`src/rtl/ps2_host_tx.sv`:
```
// -----------------------------------------------------------------------------
// ps2_host_tx
//
// Host-to-device PS/2 transmitter. Sends one command byte to the keyboard
// (e.g. 0xED set-LEDs, 0xFF reset) over the same ps2_clk/ps2_data pins used by
// the keyboard receive path. The pins are driven open-drain through the *_oe
// outputs: 1 pulls the line low, 0 releases it. While busy is high the
// neighbouring receiver must ignore the line.
//
// Transfer sequence:
//   IDLE -> INHIBIT (clock held low, then data pulled low for one cycle)
//        -> REQ (clock released, start bit on data)
//        -> DATA (bits 0..7, odd parity, stop, one per device falling edge)
//        -> ACK (sample device ack on edge 11)
//        -> WAIT_IDLE (both lines high) -> tx_done
//   A timeout counter runs from REQ through ACK and aborts the transfer.
//
// Parameters:
//   INHIBIT_CYCLES  clock-low inhibit time in clk cycles
//   TIMEOUT_CYCLES  max cycles from entering REQ to ack sampled
//
// Optional feature (compile-time macro PS2_TX_RETRY_EN):
//   defined   - on the first error the same byte is re-sent once; tx_done and
//               tx_error are reported only after the final attempt.
//   undefined - every error ends the transfer immediately.
//
// Ports:
//   clk          in   clock (fast_clk domain)
//   reset        in   synchronous, active-high reset
//   tx_data      in   byte to send
//   tx_valid     in   request; byte accepted when tx_valid && tx_ready
//   tx_ready     out  high only in IDLE (and not in the tx_done cycle)
//   ps2_clk_in   in   raw PS/2 clock pin (asynchronous)
//   ps2_data_in  in   raw PS/2 data pin (asynchronous)
//   ps2_clk_oe   out  1 = pull PS/2 clock low
//   ps2_data_oe  out  1 = pull PS/2 data low
//   busy         out  high in every state except IDLE
//   tx_done      out  one-cycle pulse at end of transfer
//   tx_error     out  valid with tx_done: 1 = timeout or missing ack
// -----------------------------------------------------------------------------
module ps2_host_tx #(
    parameter int unsigned INHIBIT_CYCLES = 4800,
    parameter int unsigned TIMEOUT_CYCLES = 720000
) (
    input  logic       clk,
    input  logic       reset,
    input  logic [7:0] tx_data,
    input  logic       tx_valid,
    output logic       tx_ready,
    input  logic       ps2_clk_in,
    input  logic       ps2_data_in,
    output logic       ps2_clk_oe,
    output logic       ps2_data_oe,
    output logic       busy,
    output logic       tx_done,
    output logic       tx_error
);

    // One counter serves both the inhibit phase and the timeout window; the
    // two never overlap in time.
    localparam int unsigned CntMax = (INHIBIT_CYCLES > TIMEOUT_CYCLES) ?
                                     INHIBIT_CYCLES : TIMEOUT_CYCLES;
    localparam int unsigned CntW   = $clog2(CntMax + 1);

    localparam logic [CntW-1:0] InhibitLast = CntW'(INHIBIT_CYCLES - 1);
    localparam logic [CntW-1:0] InhibitEnd  = CntW'(INHIBIT_CYCLES);
    localparam logic [CntW-1:0] TimeoutLast = CntW'(TIMEOUT_CYCLES - 1);

    typedef enum logic [2:0] {
        StIdle,
        StInhibit,
        StReq,
        StData,
        StAck,
        StWaitIdle
    } state_e;

    state_e          state_q, state_d;
    logic [CntW-1:0] cnt_q, cnt_d;
    logic [3:0]      bit_cnt_q, bit_cnt_d;
    logic [9:0]      frame_q, frame_d;
    logic            nack_q, nack_d;

    logic            clk_oe_q, clk_oe_d;
    logic            data_oe_q, data_oe_d;
    logic            done_q, done_d;
    logic            err_q, err_d;
    logic            ready_q, ready_d;
    logic            busy_q, busy_d;

    // Pin synchronizers; reset to the idle (high) line level so leaving reset
    // never looks like a falling edge.
    logic            clk_meta_q, clk_sync_q, clk_prev_q;
    logic            data_meta_q, data_sync_q;

    logic            clk_fall;
    logic            timeout;
    logic            fail;
    logic            final_try;

`ifdef PS2_TX_RETRY_EN
    logic            retried_q, retried_d;
    assign final_try = retried_q;
`else
    assign final_try = 1'b1;
`endif

    assign clk_fall = clk_prev_q & ~clk_sync_q;
    assign timeout  = (cnt_q == TimeoutLast);

    // ------------------------------------------------------------------------
    // Next-state and registered-output logic
    // ------------------------------------------------------------------------
    always_comb begin
        state_d   = state_q;
        cnt_d     = cnt_q;
        bit_cnt_d = bit_cnt_q;
        frame_d   = frame_q;
        nack_d    = nack_q;
        clk_oe_d  = clk_oe_q;
        data_oe_d = data_oe_q;
        done_d    = 1'b0;
        err_d     = err_q;
        fail      = 1'b0;
`ifdef PS2_TX_RETRY_EN
        retried_d = retried_q;
`endif

        case (state_q)
            StIdle: begin
                err_d = 1'b0;
                if (tx_valid && ready_q) begin
                    frame_d   = {1'b1, ~^tx_data, tx_data};
                    state_d   = StInhibit;
                    cnt_d     = '0;
                    clk_oe_d  = 1'b1;
                    data_oe_d = 1'b0;
                    nack_d    = 1'b0;
`ifdef PS2_TX_RETRY_EN
                    retried_d = 1'b0;
`endif
                end
            end

            StInhibit: begin
                cnt_d    = cnt_q + 1'b1;
                clk_oe_d = 1'b1;
                if (cnt_q == InhibitEnd) begin
                    // Release clock with data still low: request-to-send.
                    clk_oe_d  = 1'b0;
                    data_oe_d = 1'b1;
                    cnt_d     = '0;
                    bit_cnt_d = '0;
                    state_d   = StReq;
                end else if (cnt_q == InhibitLast) begin
                    data_oe_d = 1'b1;
                end else begin
                    data_oe_d = 1'b0;
                end
            end

            StReq: begin
                cnt_d = cnt_q + 1'b1;
                if (timeout) begin
                    fail = 1'b1;
                end else if (clk_fall) begin
                    data_oe_d = ~frame_q[0];
                    bit_cnt_d = 4'd1;
                    state_d   = StData;
                end
            end

            StData: begin
                cnt_d = cnt_q + 1'b1;
                if (timeout) begin
                    fail = 1'b1;
                end else if (clk_fall) begin
                    // Index 9 is the stop bit (1), which releases the line.
                    data_oe_d = ~frame_q[bit_cnt_q];
                    bit_cnt_d = bit_cnt_q + 4'd1;
                    if (bit_cnt_q == 4'd9) begin
                        state_d = StAck;
                    end
                end
            end

            StAck: begin
                cnt_d = cnt_q + 1'b1;
                if (timeout) begin
                    fail = 1'b1;
                end else if (clk_fall) begin
                    nack_d  = data_sync_q;
                    if (data_sync_q && final_try) begin
                        err_d = 1'b1;
                    end
                    state_d = StWaitIdle;
                end
            end

            StWaitIdle: begin
                if (clk_sync_q && data_sync_q) begin
                    if (nack_q) begin
                        fail = 1'b1;
                    end else begin
                        done_d  = 1'b1;
                        err_d   = 1'b0;
                        state_d = StIdle;
                    end
                end
            end

            default: begin
                state_d   = StIdle;
                clk_oe_d  = 1'b0;
                data_oe_d = 1'b0;
            end
        endcase

        // Error exit: release both lines and report, or restart once.
        if (fail) begin
            clk_oe_d  = 1'b0;
            data_oe_d = 1'b0;
            done_d    = 1'b1;
            err_d     = 1'b1;
            state_d   = StIdle;
`ifdef PS2_TX_RETRY_EN
            if (!retried_q) begin
                clk_oe_d  = 1'b1;
                done_d    = 1'b0;
                err_d     = 1'b0;
                nack_d    = 1'b0;
                cnt_d     = '0;
                retried_d = 1'b1;
                state_d   = StInhibit;
            end
`endif
        end

        // tx_ready stays low in the tx_done cycle so it rises one cycle later.
        ready_d = (state_d == StIdle) && !done_d;
        busy_d  = (state_d != StIdle);
    end

    // ------------------------------------------------------------------------
    // State and output registers
    // ------------------------------------------------------------------------
    always_ff @(posedge clk) begin
        if (reset) begin
            state_q     <= StIdle;
            cnt_q       <= '0;
            bit_cnt_q   <= '0;
            frame_q     <= '0;
            nack_q      <= 1'b0;
            clk_oe_q    <= 1'b0;
            data_oe_q   <= 1'b0;
            done_q      <= 1'b0;
            err_q       <= 1'b0;
            ready_q     <= 1'b1;
            busy_q      <= 1'b0;
            clk_meta_q  <= 1'b1;
            clk_sync_q  <= 1'b1;
            clk_prev_q  <= 1'b1;
            data_meta_q <= 1'b1;
            data_sync_q <= 1'b1;
`ifdef PS2_TX_RETRY_EN
            retried_q   <= 1'b0;
`endif
        end else begin
            state_q     <= state_d;
            cnt_q       <= cnt_d;
            bit_cnt_q   <= bit_cnt_d;
            frame_q     <= frame_d;
            nack_q      <= nack_d;
            clk_oe_q    <= clk_oe_d;
            data_oe_q   <= data_oe_d;
            done_q      <= done_d;
            err_q       <= err_d;
            ready_q     <= ready_d;
            busy_q      <= busy_d;
            clk_meta_q  <= ps2_clk_in;
            clk_sync_q  <= clk_meta_q;
            clk_prev_q  <= clk_sync_q;
            data_meta_q <= ps2_data_in;
            data_sync_q <= data_meta_q;
`ifdef PS2_TX_RETRY_EN
            retried_q   <= retried_d;
`endif
        end
    end

    assign tx_ready    = ready_q;
    assign busy        = busy_q;
    assign ps2_clk_oe  = clk_oe_q;
    assign ps2_data_oe = data_oe_q;
    assign tx_done     = done_q;
    assign tx_error    = err_q;

endmodule
```
`config.mk`:
```
export PLATFORM = sky130hd
export DESIGN_NAME = ps2_host_tx
export DESIGN_NICKNAME = d
export VERILOG_FILES = /design/src/rtl/ps2_host_tx.sv
export SDC_FILE = /design/constraint.sdc
export NUM_CORES = 1
export LEC_CHECK = 0
export CAP_MARGIN = 20
export CELL_PAD_IN_SITES_DETAIL_PLACEMENT = 0
export CELL_PAD_IN_SITES_GLOBAL_PLACEMENT = 1
export CORE_UTILIZATION = 46
export CTS_BUF_LIST = sky130_fd_sc_hd__clkbuf_2 sky130_fd_sc_hd__clkbuf_4 sky130_fd_sc_hd__clkbuf_8
export DETAILED_ROUTE_END_ITERATION = 16
export PLACE_DENSITY_LB_ADDON = 0.15
export SETUP_SLACK_MARGIN = 0.2
export SYNTH_ARGS = -nofsm -noshare
export SYNTH_HDL_FRONTEND = slang
export SYNTH_SLANG_ARGS = --single-unit
```
`constraint.sdc`:
```
create_clock -name clk -period 2.35 [get_ports clk]
set_clock_uncertainty 0.2 [all_clocks]
set_input_delay 0.3525 -clock clk [delete_from_list [all_inputs] [get_ports clk]]
set_output_delay 0.3525 -clock clk [all_outputs]
set_load 0.05 [all_outputs]
```
---- Word-level counts from Yosys, hierarchy flattened ----
Index checks and enable logic that the tools add are counted.
word-level totals
  flip-flop bits (word level) ............. 49
  bits of input ports ..................... 13
  output and inout port bits .............. 6
operators by class
  $add $sub $neg .......................... 2
  $lt $le $gt $ge ......................... 1
  equality and inequality tests ........... 22
  mux-type cells .......................... 53
  bitwise logic cells ..................... 6
  reductions and logical operators ........ 23
operator list
  operator                                                                 number
  20-bit case mux with 3 select lines                                      1
  20-bit by 13-bit equality test with 1-bit output, second input constant  2
  20-bit 2-to-1 mux                                                        2
  3-bit 2-to-1 mux                                                         12
  1-bit 2-to-1 mux                                                         25
  20-bit by 1-bit adder with 20-bit output, second input constant          1
  20-bit equality test, second input constant                              1
  4-bit 2-to-1 mux                                                         5
  3-bit case mux with 6 select lines                                       1
  6-bit AND reduction                                                      3
  2-bit != test, second input constant                                     8
  3-bit != test, second input constant                                     5
  4-bit case mux with 3 select lines                                       1
  3-bit nonzero test                                                       3
  8-bit XNOR reduction                                                     1
  3-bit by 2-bit equality test with 1-bit output, second input constant    2
  3-bit equality test, second input constant                               2
  3-bit logical NOT                                                        2
  1-bit case mux with 3 select lines                                       2
  2-bit AND reduction                                                      3
  4-bit by 5-bit < comparator with 1-bit output, second input constant     1
  1-bit NOT                                                                5
  1-bit case mux with 5 select lines                                       1
  4-bit by 1-bit adder with 4-bit output, second input constant            1
  other kinds (13)                                                         17

---- Logic depth before layout (Yosys ltp) ----
Gate-level depths: netlist (run 1).
  depth in word-level cells ............... 8
  mapped depth ............................ 8
  mapped depth without buffers ............ 7

---- Worst setup path before layout (run 1) ----
OpenSTA, ideal clock, no wires.
  path type ............................... register -> register
  from .................................... reg ready_q, in the netlist tx_ready
  to ...................................... reg cnt_q[17]
  setup time .............................. 128 ps
  arrival ................................. 1872 ps
  setup slack ............................. 149 ps
  cell stages (with the launch flop) ...... 7
  path buffers ............................ 0
  clock period less this slack ............ 2201 ps
  cell sequence ........................... dfxtp_1 a2111oi_2 a21o_1 nor4_2 nand3_1 xnor2_1 nor2b_1
on the way
  longest elaborated chain between the ends .. 3
RTL lines
  what                                  RTL line  text
  start: declaration                    88        logic ready_q, ready_d;
  start signal: assignment              278       ready_q <= ready_d;
  1-bit logical AND                     132       if (tx_valid && ready_q) begin
  2-bit != test (no source line)        -
  2-bit AND reduction (no source line)  -
  end signal: assignment                270       cnt_q <= cnt_d;
  end: declaration                      79        logic [CntW-1:0] cnt_q, cnt_d;
Every way passes these cells.
A chain may end at the register's enable or synchronous reset.

---- Worst setup path in the final report (run 1) ----
  from .................................... reg cnt_q[19]
  to ...................................... reg bit_cnt_q[2]
on the way
  longest elaborated chain between the ends .. 3
RTL lines
  what                                                                                      RTL line  text
  20-bit by 13-bit equality test with 1-bit output or 20-bit equality test (tied branches)  148, 109
  2-bit != test (no source line)                                                            -
  6-bit AND reduction (no source line) (*)                                                  -
  end signal: assignment                                                                    271       bit_cnt_q <= bit_cnt_d;
  end: declaration                                                                          80        logic [3:0] bit_cnt_q, bit_cnt_d;
Every way passes the cells marked *; elsewhere a longest branch is shown, timed or not.

==> run metrics, run 1 <==
synthesized net count 318; Crit. path cell count 6; Async SR Flop Fraction 0%; final hold vios 0; fmax roughly 470 MHz; clock buffer depth 2; GRT Total Usage just over 20%; sequential area share after synthesis 38.8%; Buf/Inv on CP 0; GRT overflow 0; Routed WL per cell ~13 um; post-cts hold buffer count 0; total of max-cap violations 0; vias in the first global route around 2100; Least-Margin Pin Slew just under 0.5 ns; status finished clean; first-pass GRT wire length about 9.5 mm; PD cells around 530 mW/mm2; Lkg Pwr between 1 and 1.5 nW; hpwl dp 3.98 mm; TNS Setup 0 ns; DRT Wirelength ~5.5 mm; Row Count 26; Cell Area, Placed roughly 0.0029 mm2; ANT cells 0; adder-cell area share of the yosys netlist 3.96%; share of layout cells above drive strength 1 23.8%; XOR/XNOR Fraction of Synth Area roughly a tenth; Compound-Gate Fraction of Synth Area 13.8%; Inserted Clock Buffers 5; Synth Area in Simple Gates 28.0%; main combinational cell family by area after synthesis simple AND/OR/NAND/NOR gates; number of synthesized register bits between 40 and 50; Hold Path Depth 1; WP data required about 2.4 ns; CTS sink count a little under 50; Vias around 2200; port bufs 18; Nets 360; R2R cell count 6; cell taking the most area after synthesis dfxtp_1; Psw around 0.47 mW; RSZ-0062 raised after global routing true; Cells after DPL ~400; largest net degree at the start of global routing 23; Post-Syn Area per Cell between 8 and 9 um2; maximum fanout along the worst path 7; worst vdd ir approximately 330 uV; DRT Pass-1 Iters 4; Die X-Extent between 70 and 80 um; min-delay src data_meta_q; CTS tree done; H-tree depth 2; # IOs 19; DRT iter0 DRCs 67; share of the synthesized area in the top cell type 38.8%; crit-path cells and4bb_2 -> nand4_1 -> or2_1 -> o22a_2 -> or4b_4 -> a21oi_2; # fillers 488; Yosys warnings 0; die area just under 0.006 mm2; Largest stage delay, worst path 0.49 ns; drt drc 0; fraction of power spent switching nets approximately 28%; vias per std cell around 5.4; WHS 0.220 ns; initial antenna violation count 0; Antenna Violating Nets Remaining 0; most common cell in the netlist dfxtp_1; final instance area ~0.0031 mm2; Hold Path End data_sync_q; Design Power 1.66 mW; routability cong. roughly 0.84; CP top delay family simple AND/OR/NAND/NOR gates; reg-to-reg startpoint cnt_q[19]; core area ~0.0052 mm2; Slew Limit Fails 0; top cells by area, synth dfxtp_1 (39%), nor2_1 (6.1%), xnor2_1 (5.2%); Comb pwr share between 10% and 20%; CP Class register to register; clock group share of total power a little under a third; starting density of the core 48.5%; Worst setup SP type register; clock slew at reported path FFs about 0.1 ns; cell-internal power between 1 and 1.5 mW; Top FF cell, synth dfxtp_1; clock root cell clkbuf_8; slowest cell on the critical path or4b_4; Final min period 2.15 ns; min-delay worst type register to register; Crit Reg-Reg Endpoint bit_cnt_q[2]; Layout Cells excl Fill roughly 400; P&R area growth vs syn 24.4%; Netlist cell types 58; EDFF count, synth 0; synthesized area about 0.0025 mm2; crit path DAT between 2 and 2.5 ns; R2R setup slack roughly 0.20 ns; die height 76.1 um; power share of the sequential group between 50% and 60%; post-synthesis mux area share about 2.5%; most frequent cells after synthesis dfxtp_1 (49), nor2_1 (41), nand2_1 (33); Max-slew headroom approximately 67%; # setup viols final 0; Worst Setup End Kind register; final period utilization 91.4%; Synth Instances ~300; later-pin clock latency in the skew report approximately 0.32 ns
-- worst register-to-register path, cell delays in order (launching register included) --
cell and delay, ns:
dfxtp_2 0.34, and4bb_2 0.29, nand4_1 0.12, or2_1 0.28, o22a_2 0.25, or4b_4 0.49, a21oi_2 0.11
-- stage by stage --
step	setup slack (ns)	util (%)
6_report	0.203	60.4
5_1_grt	0.131	60.4
4_1_cts	0.193	58.2
3_5_place_dp	0.0176	55.8
3_3_place_gp	0.0203	55.8
2_1_floorplan	0.230	-
-- registers in the layout, summed over array words and instances (netlist names), 3 cells and up --
signal and count:
cnt_q 20, frame_q 10, bit_cnt_q 4, state_q 3
-- layer usage --
metal / wire [um] / global-route usage, %
met5: 0 / 0
met4: 111 / 9.04
met3: 139 / 4.43
met2: 2580 / 31.9
met1: 2650 / 27.0
-- final cells by class --
| class | count | area [um2] | area share (%) |
|---|---|---|---|
| clock buffer | 5 | 68.8 | 2.19 |
| inverter | 7 | 26.3 | 0.836 |
| multi-input combinational | 232 | 1540 | 49.1 |
| timing repair buffer | 44 | 392 | 12.5 |
| clock inverter | 3 | 22.5 | 0.717 |
| tap | 70 | 87.6 | 2.79 |
| sequential | 49 | 1000 | 31.9 |
-- what timing repair did --
| item | CTS | global route |
|---|---|---|
| buffers inserted | 3 | 2 |
| pin swaps | 7 | 4 |
| resized for setup | 7 | 27 |
| endpoints found under the setup margin | 5 | 16 |
-- power by group through the flow --
stage / Combinational (mW) / Clock [mW] / Sequential [mW]
after floorplan: 0.148 / 0 / 0.921
after global placement: 0.258 / 0 / 0.901
after detailed placement: 0.260 / 0 / 0.901
after CTS: 0.261 / 0.527 / 0.882
after global routing: 0.293 / 0.578 / 0.883
final: 0.265 / 0.517 / 0.878
-- worst max path at each step --
stage / end / start
after floorplan: bit_cnt_q[3] / cnt_q[2]
after global routing: tx_ready / cnt_q[3]
after global placement: cnt_q[12] / tx_valid
after CTS: tx_ready / cnt_q[5]
after detailed placement: cnt_q[12] / tx_valid
final: bit_cnt_q[2] / cnt_q[19]
-- kinds of logic after synthesis --
group                      after synthesis
AOI/OAI and AO/OA                       53
xor gates and xnor gates                27
adders and majority gates                8
buffers and inverters                   16
DFF                                     49
muxes                                    5
and+or+nand+nor                        139
-- cells in the final DEF, fill, tap and decap left out, types with 7 or more instances in the layout --
cell type / instances
buf_4: 24
inv_1: 7
dfxtp_1: 38
ha_1: 8
nand4_1: 8
nor2_1: 39
xor2_1: 12
clkdlybuf4s50_1: 18
xnor2_1: 15
nand3_1: 13
a21oi_1: 19
dfxtp_2: 8
nand2_1: 33
(Power assumes the default switching activity.)
==> inputs of run 2 (changes only) <==
CAP_MARGIN = 5   (was 20)
CORE_MARGIN = 3   (was not set)
PLACE_DENSITY_LB_ADDON = 0.1   (was 0.15)
==> run 2 against run 1 <==
Against the previous run: non-clock buffer count is 1 higher; sequential share of layout area hardly changed; clock power is 13% higher; critical path depth is 1 higher; cell area is 0.84% lower; critical endpoint unchanged; largest power group unchanged; largest cell class unchanged; hold slack worse by 0.0045 ns.
==> run metrics, run 2 (same netlist as run 1, synthesis figures left out) <==
status finished clean (unchanged); maximum fanout along the worst path 6 (was 7); WHS 0.216 ns (was 0.220 ns); Psw 0.436 mW (was 0.472 mW); most frequent cells in the layout nor2_1 (40), dfxtp_1 (40), nand2_1 (33) (was nor2_1 (39), dfxtp_1 (38), nand2_1 (33)); routability cong. 0.841 (was 0.839); met2 usage 30.2% (was 31.9%); power share of the sequential group 51.0% (was 52.9%); largest net degree at the start of global routing 23 (unchanged); Least-Margin Pin Slew 0.492 ns (was 0.494 ns); Lkg Pwr 1.15 nW (was 1.14 nW); final hold vios 0 (unchanged); final instance area 0.00312 mm2 (was 0.00314 mm2); Design Power 1.73 mW (was 1.66 mW); worst vdd ir 329 uV (about the same); later-pin clock latency in the skew report 0.30 ns (was 0.32 ns); fraction of power spent switching nets 25.3% (was 28.4%); WP data required 2.39 ns (was 2.40 ns); Nets 361 (was 360); fmax 457 MHz (was 466 MHz); clock root cell clkbuf_8 (unchanged); max reg flops 20 (unchanged); clock buffer depth 2 (unchanged); Routed WL per cell 13.5 um (was 13.4 um); DRT iter0 DRCs 91 (was 67); Row Count 26 (unchanged); post-cts hold buffer count 0 (unchanged); initial antenna violation count 0 (unchanged); clock slew at reported path FFs 0.09 ns (was 0.10 ns); GR Util met1 24.0% (was 27.0%); Antenna Violating Nets Remaining 0 (unchanged); die height 80.1 um (was 76.1 um); final period utilization 93.1% (was 91.4%); Crit Reg-Reg Endpoint bit_cnt_q[2] (unchanged); starting density of the core 48.5% (unchanged); R2R cell count 7 (was 6); Hold Path End data_sync_q (unchanged); Worst setup SP type register (unchanged); GRT Total Usage 18.2% (was 20.4%); first-pass GRT wire length 9.32 mm (was 9.52 mm); Cell Area, Placed 0.00291 mm2 (was 0.00290 mm2); Hold Path Depth 1 (unchanged); TNS Setup 0 ns (unchanged); min-delay worst type register to register (unchanged); DRT Pass-1 Iters 5 (was 4); drt drc 0 (unchanged); CTS sink count 49 (unchanged); global route hottest layer met2 (unchanged); share of layout cells above drive strength 1 22.4% (was 23.8%); cell-internal power 1.29 mW (was 1.19 mW); Slew Limit Fails 0 (unchanged); reg-to-reg startpoint cnt_q[19] (unchanged); P&R area growth vs syn 23.4% (was 24.4%); GRT overflow 0 (unchanged); clock group share of total power 33.7% (was 31.1%); hpwl dp 4.03 mm (was 3.98 mm); Inserted Clock Buffers 5 (unchanged); Top reg by flops cnt_q (unchanged); ANT cells 0 (unchanged); DRT Wirelength 5.52 mm (was 5.48 mm); met3 usage 3.36% (was 4.43%); Max-slew headroom 67.1% (was 67.0%); core area 0.00520 mm2 (unchanged); crit path DAT 2.22 ns (was 2.20 ns); CP Class register to register (unchanged); min-delay src data_meta_q (unchanged); total of max-cap violations 0 (unchanged); vias in the first global route 2002 (was 2086); die area 0.00642 mm2 (was 0.00579 mm2); vias per std cell 5.40 (was 5.39); port bufs 18 (unchanged); # IOs 19 (unchanged); CTS tree done (unchanged); Final min period 2.19 ns (was 2.15 ns); RSZ-0062 raised after global routing true (unchanged); Regs by FF count cnt_q x20, frame_q x10, bit_cnt_q x4 (unchanged); Worst Setup End Kind register (unchanged); H-tree depth 2 (unchanged); R2R setup slack 0.16 ns (was 0.20 ns); Comb pwr share 15.3% (was 16.0%); # fillers 491 (was 488); Vias 2213 (was 2209); # setup viols final 0 (unchanged); Die X-Extent 80.1 um (was 76.1 um); PD cells 554 mW/mm2 (was 528 mW/mm2); CP startpoint cnt_q[19] (unchanged)
run 2: cell count changes in the layout (fill, tap and decap cells not counted), sizes merged:
cell,before,now
clkinvlp,3,0
clkinv,0,1
bufinv,0,1
buf,26,27
run 2: repair_timing:
action | in CTS | in global routing
resized for setup | 6 | 17
setup buffers | 4 | 1
endpoints found under the setup margin | 5 | 10
pin swaps | 7 | 1
run 2: how the worst max path moves through the flow:
stage | to | cells past startpoint
floorplan | bit_cnt_q[3] | 6
global placement | cnt_q[12] | 8
detailed placement | cnt_q[12] | 8
CTS | bit_cnt_q[2] | 6
global route | tx_ready | 7
finish | bit_cnt_q[2] | 7
run 2: power groups by stage:
| stage | combinational (mW) | clock [mW] | sequential, mW |
|---|---|---|---|
| 2_1_floorplan | 0.148 | 0 | 0.921 |
| 3_3_place_gp | 0.260 | 0 | 0.901 |
| 3_5_place_dp | 0.260 | 0 | 0.901 |
| 4_1_cts | 0.262 | 0.605 | 0.882 |
| 5_1_grt | 0.291 | 0.639 | 0.884 |
| 6_report | 0.264 | 0.582 | 0.880 |
run 2: layout make-up:
class,instances,area (um2),share of cell area [%]
well taps,70,87.6,2.81
multi-input cells,232,1510,48.4
clock inverters,2,35.0,1.12
repair buffers,45,395,12.7
clock buffers,5,68.8,2.21
flip-flops and latches,49,995,31.9
inverters,7,26.3,0.843
run 2: worst max-delay path: stages (launching register included):
cell      delay (ns)
dfxtp_2         0.33
buf_4           0.13
nor4bb_2        0.16
nand4_1         0.24
o21ai_1         0.16
o22a_2          0.29
or4b_4          0.50
a21oi_2         0.12
run 2: stage by stage:
step	setup slack (ns)	std cells	utilization (%)
2_1_floorplan	0.230	297	-
3_3_place_gp	0.0239	398	55.9
3_5_place_dp	0.0104	398	55.9
4_1_cts	0.191	409	58.7
5_1_grt	0.0724	410	59.9
6_report	0.163	410	59.9
run 2: metal layers:
metal  vias up  routed length (um)
met5         -                   0
met4         0                  71
met3         9                 129
met2        24                2650
met1      1065                2670
li1       1115                   -
